**config.mk**
```make
export PLATFORM = sky130hd
export DESIGN_NAME = rf_refresh_scheduler
export DESIGN_NICKNAME = d
export VERILOG_FILES = /design/src/rtl/rf_refresh_scheduler.sv
export SDC_FILE = /design/constraint.sdc
export NUM_CORES = 1
export LEC_CHECK = 0
export BUFFER_PORTS_ARGS = -buffer_cell sky130_fd_sc_hd__clkbuf_2
export CORE_ASPECT_RATIO = 1.4
export CORE_MARGIN = 4
export CORE_UTILIZATION = 54
export CTS_CLUSTER_DIAMETER = 120
export CTS_CLUSTER_SIZE = 20
export DETAILED_ROUTE_END_ITERATION = 7
export MAX_ROUTING_LAYER = met4
export PLACE_DENSITY_LB_ADDON = 0.25
export SLEW_MARGIN = 10
export SYNTH_ARGS = -nofsm -noshare
export SYNTH_HDL_FRONTEND = slang
export SYNTH_SLANG_ARGS = --single-unit
```
**constraint.sdc**
```tcl
create_clock -name clk -period 3.2 [get_ports clk]
set_clock_uncertainty 0.15 [all_clocks]
set_input_delay 0.16 -clock clk [delete_from_list [all_inputs] [get_ports clk]]
set_output_delay 0.16 -clock clk [all_outputs]
set_load 0.01 [all_outputs]
```
**src/rtl/rf_refresh_scheduler.sv**
```systemverilog
// Refresh scheduler: epoch walker handshake, t_refi staging, owed-refresh count.
// Optional RF_SCHED_HYST_EN: stage a prediction only when it repeats.
module rf_refresh_scheduler #(
  parameter int TICK_DIV      = 16,
  parameter int EPOCH_CYCLES  = 4096,
  parameter int WALK_TIMEOUT  = 64,
  parameter int MAX_PENDING   = 8,
  parameter int DEFAULT_TREFI = 64,
  parameter int CNT_W         = 16
) (
  input  logic       clk,
  input  logic       rst_n,
  input  logic       enable,
  output logic       walk_start,
  input  logic       walk_done,
  input  logic [7:0] walk_t_refi,
  output logic       ref_req,
  input  logic       ref_ack,
  output logic [7:0] cur_t_refi,
  output logic [3:0] pending,
  input  logic       clr_err,
  output logic       err_timeout,
  output logic       err_invalid,
  output logic       err_overflow
`ifdef RF_SCHED_HYST_EN
  ,
  output logic       hyst_hold
`endif
);

  localparam logic [CNT_W-1:0] TDIV =
    CNT_W'(TICK_DIV);
  localparam logic [CNT_W-1:0] RST_PERIOD =
    CNT_W'(DEFAULT_TREFI * TICK_DIV - 1);
  localparam logic [CNT_W-1:0] EPOCH_LAST =
    CNT_W'(EPOCH_CYCLES - 1);
  localparam logic [CNT_W-1:0] TMO_LAST =
    CNT_W'(WALK_TIMEOUT - 1);
  localparam logic [7:0] DEF_T =
    8'(DEFAULT_TREFI);
  localparam logic [3:0] PMAX =
    4'(MAX_PENDING);

  typedef enum logic [1:0] {
    IDLE,
    REQ,
    REL
  } state_t;

  state_t           state;
  logic [CNT_W-1:0] period_cnt;
  logic [CNT_W-1:0] epoch_cnt;
  logic [CNT_W-1:0] tmo_cnt;
  logic [7:0]       staged;
  logic             tick;
  logic             ack_ok;
  logic             ovf_set;
  logic             tmo_set;
  logic             inv_set;
  logic             walk_ok;
`ifdef RF_SCHED_HYST_EN
  logic [7:0]       prev_pred;
`endif

  assign tick    = enable && (period_cnt == '0);
  assign ack_ok  = ref_ack && ref_req && (pending != '0);
  assign ovf_set = tick && !ack_ok && (pending == PMAX);
  assign walk_ok = (walk_t_refi == 8'd32) ||
                   (walk_t_refi == 8'd48) ||
                   (walk_t_refi == 8'd64);
  assign tmo_set = (state == REQ) && !walk_done &&
                   (tmo_cnt == TMO_LAST);
  assign inv_set = (state == REQ) && walk_done && !walk_ok;

  // New interval takes effect only on a reload, never mid-period.
  always_ff @(posedge clk) begin
    if (!rst_n) begin
      period_cnt <= RST_PERIOD;
      cur_t_refi <= DEF_T;
    end else if (tick) begin
      period_cnt <= CNT_W'(staged) * TDIV - CNT_W'(1);
      cur_t_refi <= staged;
    end else if (enable) begin
      period_cnt <= period_cnt - CNT_W'(1);
    end
  end

  always_ff @(posedge clk) begin
    if (!rst_n) begin
      pending      <= '0;
      ref_req      <= 1'b0;
      err_overflow <= 1'b0;
    end else begin
      ref_req      <= (pending != '0);
      err_overflow <= ovf_set | (err_overflow & ~clr_err);
      if (tick && !ack_ok) begin
        if (pending != PMAX)
          pending <= pending + 1'b1;
      end else if (!tick && ack_ok) begin
        pending <= pending - 1'b1;
      end
    end
  end

  always_ff @(posedge clk) begin
    if (!rst_n) begin
      state       <= IDLE;
      epoch_cnt   <= '0;
      tmo_cnt     <= '0;
      walk_start  <= 1'b0;
      staged      <= DEF_T;
      err_timeout <= 1'b0;
      err_invalid <= 1'b0;
`ifdef RF_SCHED_HYST_EN
      prev_pred   <= DEF_T;
      hyst_hold   <= 1'b0;
`endif
    end else begin
      err_timeout <= tmo_set | (err_timeout & ~clr_err);
      err_invalid <= inv_set | (err_invalid & ~clr_err);
`ifdef RF_SCHED_HYST_EN
      hyst_hold   <= 1'b0;
`endif
      unique case (state)
        IDLE: begin
          if (enable) begin
            if (epoch_cnt == EPOCH_LAST) begin
              epoch_cnt  <= '0;
              tmo_cnt    <= '0;
              walk_start <= 1'b1;
              state      <= REQ;
            end else begin
              epoch_cnt <= epoch_cnt + 1'b1;
            end
          end
        end
        REQ: begin
          tmo_cnt <= tmo_cnt + 1'b1;
          if (walk_done) begin
            walk_start <= 1'b0;
            state      <= REL;
            if (walk_ok) begin
`ifdef RF_SCHED_HYST_EN
              if (walk_t_refi == prev_pred)
                staged <= walk_t_refi;
              else
                hyst_hold <= 1'b1;
              prev_pred <= walk_t_refi;
`else
              staged <= walk_t_refi;
`endif
            end
          end else if (tmo_cnt == TMO_LAST) begin
            walk_start <= 1'b0;
            state      <= REL;
          end
        end
        // Walker must see start low before the next epoch.
        REL: begin
          if (!walk_done)
            state <= IDLE;
        end
        default: state <= IDLE;
      endcase
    end
  end

endmodule
```
# After elaboration in Yosys (flattened, before gate mapping)
# Index checks and enable logic that the tools add are counted.
# W data, S select, Z words.
[word_totals]
regBits = 75
input_bits = 14
out_inout_bits = 17
word_cells = 87
[classes]
addsub = 6
n_eq_ne = 14
muxes = 20
n_bitwise = 7
reduce_logical = 28
[op_table]
columns = ["op", "count"]
rows = [
  ["$mux W16", 5],
  ["$add A16 B1 Y16 const B", 2],
  ["$pmux W16 S2", 1],
  ["$eq A16 B12 Y1 const B", 1],
  ["$eq A16 B6 Y1 const B", 1],
  ["$eq A8 B6 Y1 const B", 2],
  ["$logic_not A16 Y1", 1],
  ["$sub A16 B1 Y16 const B", 1],
  ["$sub A12 B1 Y13 const B", 1],
  ["$mux W4", 3],
  ["$logic_and A1 B1 Y1", 10],
  ["$mux W2", 5],
  ["$eq A8 B7 Y1 const B", 1],
  ["$reduce_and A4 Y1", 2],
  ["$ne A2 B2 Y1 const B", 3],
  ["$pmux W2 S3", 1],
  ["$reduce_and A3 Y1", 2],
  ["$reduce_bool A2 Y1", 3],
  ["$add A4 B1 Y4 const B", 1],
  ["$eq A4 B4 Y1 const B", 1],
  ["$logic_not A1 Y1", 4],
  ["$mux W1", 4],
  ["$ne A4 B4 Y1 const B", 1],
  ["$reduce_and A2 Y1", 2],
  ["12 further kinds", 17],
]

# Depth between registers and ports, before layout
# Gate-level depths: netlist of run 1.
[logic_depth]
ltp_word = 6
ltp_mapped = 14
mapped_depth_nobuf = 12

# Least setup slack after synthesis of run 1
# Ideal clock, no wire load.
[synth_timing]
kind = "reg-to-reg"
start = "reg period_cnt[11]"
end = "reg pending[3]"
setup_time_ps = 61
arrival_ps = 2787
required_time_ps = 2989
setup_slack_ps = 202
stages_incl_launch_ff = 13
n_path_buf = 2
synth_period_minus_slack_ps = 2998
cell_sequence = "dfxtp_1 nor4_1 and4_1 clkbuf_1 and3_1 clkbuf_1 inv_1 ha_1 a21o_1 a21o_1 a211oi_1 a211o_1 and4_1"
[synth_between]
elab_chain_cells = 6
word_cells_on_any_way = 9
classes_between = "1 x eq/ne; 1 x mux; 7 x reduce/logical"
[synth_rtl]
columns = ["element", "line_no", "rtl"]
rows = [
  ["from (decl)", "51", "logic [CNT_W-1:0] period_cnt;"],
  ["from (signal assigned)", "81", "period_cnt <= CNT_W'(staged) * TDIV - CNT_W'(1);"],
  ["from (signal assigned)", "84", "period_cnt <= period_cnt - CNT_W'(1);"],
  ["$logic_not A16 Y1 (*)", "65", "assign tick = enable && (period_cnt == '0);"],
  ["$logic_and A1 B1 Y1 (*)", "65", ""],
  ["$logic_not A1 Y1", "99", "end else if (!tick && ack_ok) begin"],
  ["$logic_and A1 B1 Y1", "99", ""],
  ["$reduce_bool A2 Y1 (no line)", "-", ""],
  ["$reduce_and A2 Y1 (no line)", "-", ""],
  ["to (signal assigned)", "98", "pending <= pending + 1'b1;"],
  ["to (signal assigned)", "100", "pending <= pending - 1'b1;"],
  ["to (decl)", "20", "output logic [3:0] pending,"],
]
# Every way passes the cells marked *; elsewhere a longest branch is shown, timed or not.
# A chain may end at the register's enable or synchronous reset.

# Worst setup path in the final report of run 1
[layout_timing]
start = "reg pending[0]"
end = "reg pending[3]"
[layout_between]
elab_chain_cells = 6
word_cells_on_any_way = 14
classes_between = "2 x add/sub; 2 x eq/ne; 3 x mux; 7 x reduce/logical"
[layout_rtl]
columns = ["element"]
rows = [
  ["parallel branches: the longest is 6 deep, another holds $sub A4 B1 Y4"],
]
# Parallel ways; which one is timed is not known. The select of a mux whose other input is x is not followed.

==> flow_summary_export.csv, run 1 <==
group,metric,value,unit
clock_tree,postCtsSetupBuffers,0,
pwr,vdd_ir_drop_max,309,µV
setup_path,crit_type,"register to register",
cells_and_area,nets,507,
setup_path,timing.rr.start,"pending[0]",
global_routing,track_usage,21.1,%
clock_tree,tritoncts_num_sinks,75,
yosys,mappedNetlistArea,3720,µm²
sta,finalHoldViolations,0,
clock_tree,numCtsBuffers,9,
yosys,synth_flop_cell,"sky130_fd_sc_hd__dfxtp_1",
yosys,synth_top_area_cell,"sky130_fd_sc_hd__dfxtp_1",
detailed_routing,routed_wl,8030,µm
yosys,yosys-top-cells-count,"sky130_fd_sc_hd__dfxtp_1, sky130_fd_sc_hd__nand2_1, sky130_fd_sc_hd__nor2_1",
yosys,synth_cell_type_count,53,
hold_path,min_to,"err_invalid",
status,status,"completed",
yosys,synth-edff-count,0,
hold_path,min_delay_path_depth,4,
die,core,6660,µm²
detailed_routing,wire_per_inst,13.8,µm
sta,worst-slew-pin-transition,0.576,ns
global_routing,grt_max_degree,34,
global_routing,grt.overflow.total,0,
job,max_capacitance_violation_total,0,
detailed_routing,first_pass_iters,4,
cells_and_area,num_antenna_cells,0,
yosys,syn_inst,445,
pwr,power.leakage,1.60,nW
clock_tree,clk-insertion-delay-late,0.35,ns
detailed_routing,via_count,3336,
setup_path,timing.critical_path.from_type,"register",
sta,timing.fmax,339,MHz
sta,timing_max_transition_violations_final,0,
cells_and_area,layout-area-overhead-vs-synth,14.0,%
setup_path,worst_r2r_endpoint,"pending[3]",
sta,slew-limit-headroom,61.4,%
sta,hold_ws,0.0365,ns
place,place.port_buffers,30,
yosys,synth_top_area_share,40.4,%
sta,final_period_demand_of_the_worst_path,2.95,ns
place,detailedPlace.worstSlack,0.216,ns
hold_path,source_of_the_worst_hold_timing_path,"walk_t_refi[0]",
yosys,synth-warning-count,0,
sta,setup_total_negative_slack,0,ns
hold_path,hp-class,"input pin to register",
global_routing,grt_pass1_wl,13900,µm
yosys,yosys.cell_count.top_type,"sky130_fd_sc_hd__dfxtp_1",
clock_tree,htree_num_levels,3,
yosys,synth.top_cells.by_area,"sky130_fd_sc_hd__dfxtp_1, sky130_fd_sc_hd__nand2_1, sky130_fd_sc_hd__xnor2_1",
cells_and_area,layout.core_utilization,63.7,%
die,die_x,78.1,µm
detailed_routing,route.antenna.remaining_nets,0,
detailed_routing,drc,0,
yosys,synth.avg_cell_area,8.36,µm²
yosys,async_flop_share,0,%
die,initial_utilization,55.9,%
clock_tree,cts_buffer_depth,2,
clock_tree,cell_chosen_for_the_clock_root,"sky130_fd_sc_hd__clkbuf_8",
die,die-area,8300,µm²
yosys,yosys_register_bits,75,
sta,number_of_failing_setup_endpoints_in_the_final_timing_report,0,
die,die-height,106,µm
global_routing,initial_antenna_violation_count,0,
detailed_routing,vias_per_cell,5.74,
place,routabilityCongestion,0.833,
pwr,power_per_cell_area,411,nW/µm²
yosys,synth_fp_nets,467,
setup_path,cp_data_arrival_time,3.05,ns
setup_path,timing.reg2reg.setup_slack,0.25,ns
clock_tree,cts_tree,"done",
setup_path,critical_path_peak_fanout,7,
yosys,seq_area_frac_synth,40.4,%
setup_path,reg2regPathDepth,10,
sta,grt_setup_unrepaired,"no",
clock_tree,clkTransAtPathRegs,0.07,ns
pwr,power,1.74,mW
sta,final_min_period_over_clock_period,92.3,%
sta,worst_slack,0.246,ns
place,place.detailed.hpwl,5800,µm
detailed_routing,detail_route.iter0.violations,173,
cells_and_area,fraction_of_layout_cells_with_a_size_suffix_above_1,13.1,%
setup_path,crit_path_end_kind,"register",
die,number_of_standard_cell_rows_in_the_floorplan,35,
die,top_level_ports,31,
global_routing,first_global_vias,3184,
setup_path,crit_required,3.30,ns
-- repair_timing --
item,4_1_cts,5_1_grt
hold buffers,3,0
setup endpoints to repair,0,1
hold endpoints to repair,4,0
resized for setup,0,1
-- state kept, by name, summed over array words and instances (netlist names) --
signal        count
err_timeout       1
pending           4
walk_start        1
err_invalid       1
tmo_cnt          16
cur_t_refi        8
staged            8
state             2
period_cnt       16
err_overflow      1
ref_req           1
epoch_cnt        16
-- per-layer routing --
| metal | track usage (%) | up-vias | wire, µm |
|---|---|---|---|
| met5 | - | - | 0 |
| li1 | - | 1693 | - |
| met4 | 9.50 | 0 | 149 |
| met1 | 22.7 | 1576 | 3360 |
| met2 | 37.3 | 49 | 4250 |
| met3 | 4.32 | 18 | 267 |
-- critical path: stages, from the launching register on --
cell,delay (ns)
sky130_fd_sc_hd__dfxtp_1,0.38
sky130_fd_sc_hd__or4_1,0.56
sky130_fd_sc_hd__nand3_1,0.14
sky130_fd_sc_hd__and3_1,0.27
sky130_fd_sc_hd__inv_1,0.12
sky130_fd_sc_hd__ha_1,0.28
sky130_fd_sc_hd__a21o_1,0.18
sky130_fd_sc_hd__a21o_1,0.20
sky130_fd_sc_hd__a211oi_1,0.30
sky130_fd_sc_hd__nand2_1,0.10
sky130_fd_sc_hd__and4_1,0.17
-- worst max path at each step --
stage / start / endpoint / slack, ns / cells past startpoint
after detailed placement: period_cnt[0] / pending[3] / 0.22 / 12
final: pending[0] / pending[3] / 0.25 / 10
after floorplan: period_cnt[11] / pending[3] / 0.20 / 12
after CTS: period_cnt[0] / pending[3] / 0.21 / 12
after global routing: pending[0] / pending[3] / 0.14 / 10
after global placement: period_cnt[0] / pending[3] / 0.37 / 12
-- stage by stage --
stage / cell area [µm²] / instances
2_1_floorplan: 3720 / 445
3_3_place_gp: 4010 / 563
3_5_place_dp: 4010 / 563
4_1_cts: 4230 / 581
5_1_grt: 4240 / 581
6_report: 4240 / 581
-- placed cells by master (no fill, tap or decap), types with 4 or more instances in the layout --
cell type and n:
sky130_fd_sc_hd__dfxtp_1 75, sky130_fd_sc_hd__nand2_1 54, sky130_fd_sc_hd__nor2_1 30, sky130_fd_sc_hd__clkbuf_2 30
sky130_fd_sc_hd__o21ai_0 24, sky130_fd_sc_hd__a21oi_1 22, sky130_fd_sc_hd__nand4_1 18, sky130_fd_sc_hd__inv_1 17
sky130_fd_sc_hd__xnor2_1 16, sky130_fd_sc_hd__nand3_1 14, sky130_fd_sc_hd__nor2b_1 13, sky130_fd_sc_hd__and2_1 13
sky130_fd_sc_hd__a21boi_0 12, sky130_fd_sc_hd__clkbuf_8 11, sky130_fd_sc_hd__or3_1 10, sky130_fd_sc_hd__buf_4 10
sky130_fd_sc_hd__nor3_1 9, sky130_fd_sc_hd__or4_1 9, sky130_fd_sc_hd__xor2_1 8, sky130_fd_sc_hd__ha_1 7
sky130_fd_sc_hd__and3_1 6, sky130_fd_sc_hd__a32oi_1 6, sky130_fd_sc_hd__nor4_1 5, sky130_fd_sc_hd__and4_1 5
sky130_fd_sc_hd__o22ai_1 5, sky130_fd_sc_hd__o21a_1 4, sky130_fd_sc_hd__nand2b_1 4, sky130_fd_sc_hd__o31ai_1 4
-- cell type report --
class / instances / area [µm²]
fillers: 625 / 2420
multi-input cells: 339 / 2110
flip-flops and latches: 75 / 1500
repair buffers: 43 / 255
clock buffers: 13 / 159
well taps: 92 / 115
inverters: 17 / 63.8
clock inverters: 2 / 35.0
-- power breakdown --
| group | switching, mW | internal (mW) | total [mW] |
|---|---|---|---|
| logic | 0.0365 | 0.0271 | 0.0636 |
| registers | 0.00607 | 0.938 | 0.944 |
| clock network | 0.336 | 0.398 | 0.734 |
-- cell families after synthesis --
family,synth area share [%]
flops,40.4
xor+xnor,5.65
fa+ha+maj,2.89
simple gates,29.3
mux,1.11
compound gates,17.5
buf+inv,3.16
Power figures use the tool's default switching activity.
==> run 2: changes to the inputs <==
Settings changed: CORE_UTILIZATION 54 to 30, CTS_CLUSTER_SIZE 20 to 24.
Clock period 3.2 ns to 3 ns, I/O delays scaled along.
==> run 2 against run 1 <==
Wire length increased by 11%. Largest cell class unchanged. Via count down 0.99%. Largest power group is now clock. Clock power is 62% higher. Critical path type unchanged. Critical endpoint unchanged.
==> flow_summary_export.csv, run 2 (synthesized netlist as in run 1, its figures left out) <==
group,metric,value,unit
status,status,"completed",
sta,grt_setup_unrepaired,"no",
hold_path,min_delay_path_depth,4,
detailed_routing,vias_per_cell,5.15,
sta,final_period_demand_of_the_worst_path,2.76,ns
cells_and_area,mostFrequentLayoutCell,"sky130_fd_sc_hd__dfxtp_1",
setup_path,crit_required,3.13,ns
cells_and_area,leading_cell_types_in_the_layout_fill_and_taps_excluded,"sky130_fd_sc_hd__dfxtp_1, sky130_fd_sc_hd__nand2_1, sky130_fd_sc_hd__nor2_1, sky130_fd_sc_hd__clkbuf_2, sky130_fd_sc_hd__o21ai_0",
cells_and_area,fraction_of_layout_cells_with_a_size_suffix_above_1,14.2,%
place,place.detailed.hpwl,6420,µm
die,number_of_standard_cell_rows_in_the_floorplan,47,
sta,slew-limit-headroom,63.8,%
place,placed_cell_count,622,
global_routing,first_global_vias,3319,
setup_path,timing.rr.start,"pending[2]",
sta,worst_slack,0.241,ns
clock_tree,tritoncts_num_sinks,75,
setup_path,crit_path_end_kind,"register",
global_routing,grt_pass1_wl,15700,µm
clock_tree,clkTransAtPathRegs,0.06,ns
pwr,power,2.27,mW
clock_tree,postCtsSetupBuffers,0,
clock_tree,cts_tree,"done",
global_routing,initial_antenna_violation_count,0,
setup_path,worst_r2r_endpoint,"pending[3]",
setup_path,timing.critical_path.from_type,"register",
die,initial_utilization,31.0,%
detailed_routing,drc,0,
global_routing,track_usage,14.0,%
cells_and_area,nets,511,
sta,setup_total_negative_slack,0,ns
sta,worst-slew-pin-transition,0.537,ns
place,detailedPlace.worstSlack,0.129,ns
global_routing,grt.overflow.total,0,
pwr,vdd_ir_drop_max,283,µV
cells_and_area,largestRegisters,"epoch_cnt: 16 flops, period_cnt: 16 flops, tmo_cnt: 16 flops",
place,routabilityCongestion,0.834,
clock_tree,cts_buffer_depth,2,
detailed_routing,routed_wl,8940,µm
job,max_capacitance_violation_total,0,
detailed_routing,via_count,3303,
hold_path,min_to,"err_invalid",
detailed_routing,first_pass_iters,4,
clock_tree,numCtsBuffers,9,
sta,finalHoldViolations,0,
sta,timing.fmax,362,MHz
detailed_routing,detail_route.iter0.violations,82,
pwr,power.leakage,1.68,nW
die,top_level_ports,31,
cells_and_area,layout-area-overhead-vs-synth,20.3,%
detailed_routing,wire_per_inst,13.9,µm
clock_tree,cell_chosen_for_the_clock_root,"sky130_fd_sc_hd__clkbuf_16",
pwr,power_per_cell_area,507,nW/µm²
cells_and_area,layout.core_utilization,37.3,%
detailed_routing,route.antenna.remaining_nets,0,
hold_path,hp-class,"input pin to register",
cells_and_area,finalNonFillerCells,641,
setup_path,critical_path_peak_fanout,5,
place,place.port_buffers,30,
sta,final_min_period_over_clock_period,92.0,%
hold_path,source_of_the_worst_hold_timing_path,"walk_t_refi[0]",
setup_path,reg2regPathDepth,10,
setup_path,cp_data_arrival_time,2.89,ns
clock_tree,clk-insertion-delay-late,0.34,ns
die,die-area,14300,µm²
die,die_x,102,µm
sta,number_of_failing_setup_endpoints_in_the_final_timing_report,0,
die,die-height,140,µm
setup_path,crit_type,"register to register",
sta,timing_max_transition_violations_final,0,
clock_tree,htree_num_levels,3,
global_routing,grt_max_degree,32,
setup_path,launch_point_of_the_critical_path,"pending[2]",
cells_and_area,num_antenna_cells,0,
die,core,12000,µm²
setup_path,timing.reg2reg.setup_slack,0.24,ns
==> run 2: cell types whose count changed in the layout (fill, tap and decap cells not counted) <==
cell,delta
sky130_fd_sc_hd__clkbuf_8,-10
sky130_fd_sc_hd__buf_4,+4
sky130_fd_sc_hd__bufinv_16,+1
sky130_fd_sc_hd__clkinv_4,+1
sky130_fd_sc_hd__clkbuf_1,-1
sky130_fd_sc_hd__clkbuf_16,+9
sky130_fd_sc_hd__clkinvlp_4,+1
sky130_fd_sc_hd__clkinv_2,-1
sky130_fd_sc_hd__inv_6,+1
==> run 2: per-layer routing <==
metal	routed length (µm)	share of wire (%)	global-route usage [%]
met5	0	0	-
met4	191	2.1	6.29
met3	254	2.8	2.90
met2	4600	51	22.8
met1	3890	44	16.3
==> run 2: through the flow <==
| stage | hold slack, ns | area [µm²] |
|---|---|---|
| global placement | 0.283 | 4110 |
| global route | 0.0877 | 4470 |
| detailed placement | 0.286 | 4110 |
| finish | 0.0360 | 4470 |
| CTS | 0.0319 | 4470 |
| floorplan | 0.163 | 3720 |
==> run 2: area by class of cell <==
cell class | count | area [µm²]
clock buffer | 11 | 243
sequential | 75 | 1500
timing repair buffer | 47 | 285
inverter | 17 | 63.8
multi-input combinational | 339 | 2110
fill | 1272 | 7520
tap | 147 | 184
clock inverter | 5 | 85.1
==> run 2: worst max path at each step <==
stage / to / slack (ns) / depth (start not counted)
after detailed placement: pending[3] / 0.13 / 12
after global placement: pending[3] / 0.23 / 12
after CTS: pending[3] / 0.1 / 12
final: pending[3] / 0.24 / 10
after floorplan: pending[3] / 0.002 / 12
after global routing: pending[3] / 0.06 / 12
==> run 2: critical path: stages (launching register included) <==
cell and delay [ns]:
sky130_fd_sc_hd__dfxtp_1 0.36, sky130_fd_sc_hd__or4_1 0.51, sky130_fd_sc_hd__nand3_1 0.16, sky130_fd_sc_hd__and3_1 0.20
sky130_fd_sc_hd__inv_1 0.08, sky130_fd_sc_hd__ha_1 0.27, sky130_fd_sc_hd__a21o_1 0.18, sky130_fd_sc_hd__a21o_1 0.19
sky130_fd_sc_hd__a211oi_1 0.27, sky130_fd_sc_hd__a211o_1 0.14, sky130_fd_sc_hd__and4_1 0.17
==> run 2: report_power, final <==
| group | total [mW] | internal (mW) | switching (mW) |
|---|---|---|---|
| combinational | 0.0697 | 0.0298 | 0.0399 |
| sequential | 1.01 | 1.00 | 0.00613 |
| clock | 1.19 | 0.756 | 0.435 |
==> run 2: what timing repair did <==
item	in CTS	in global routing
endpoints found under the setup margin	0	1
resized for setup	0	1
hold buffers	3	0
endpoints found under the hold margin	4	0
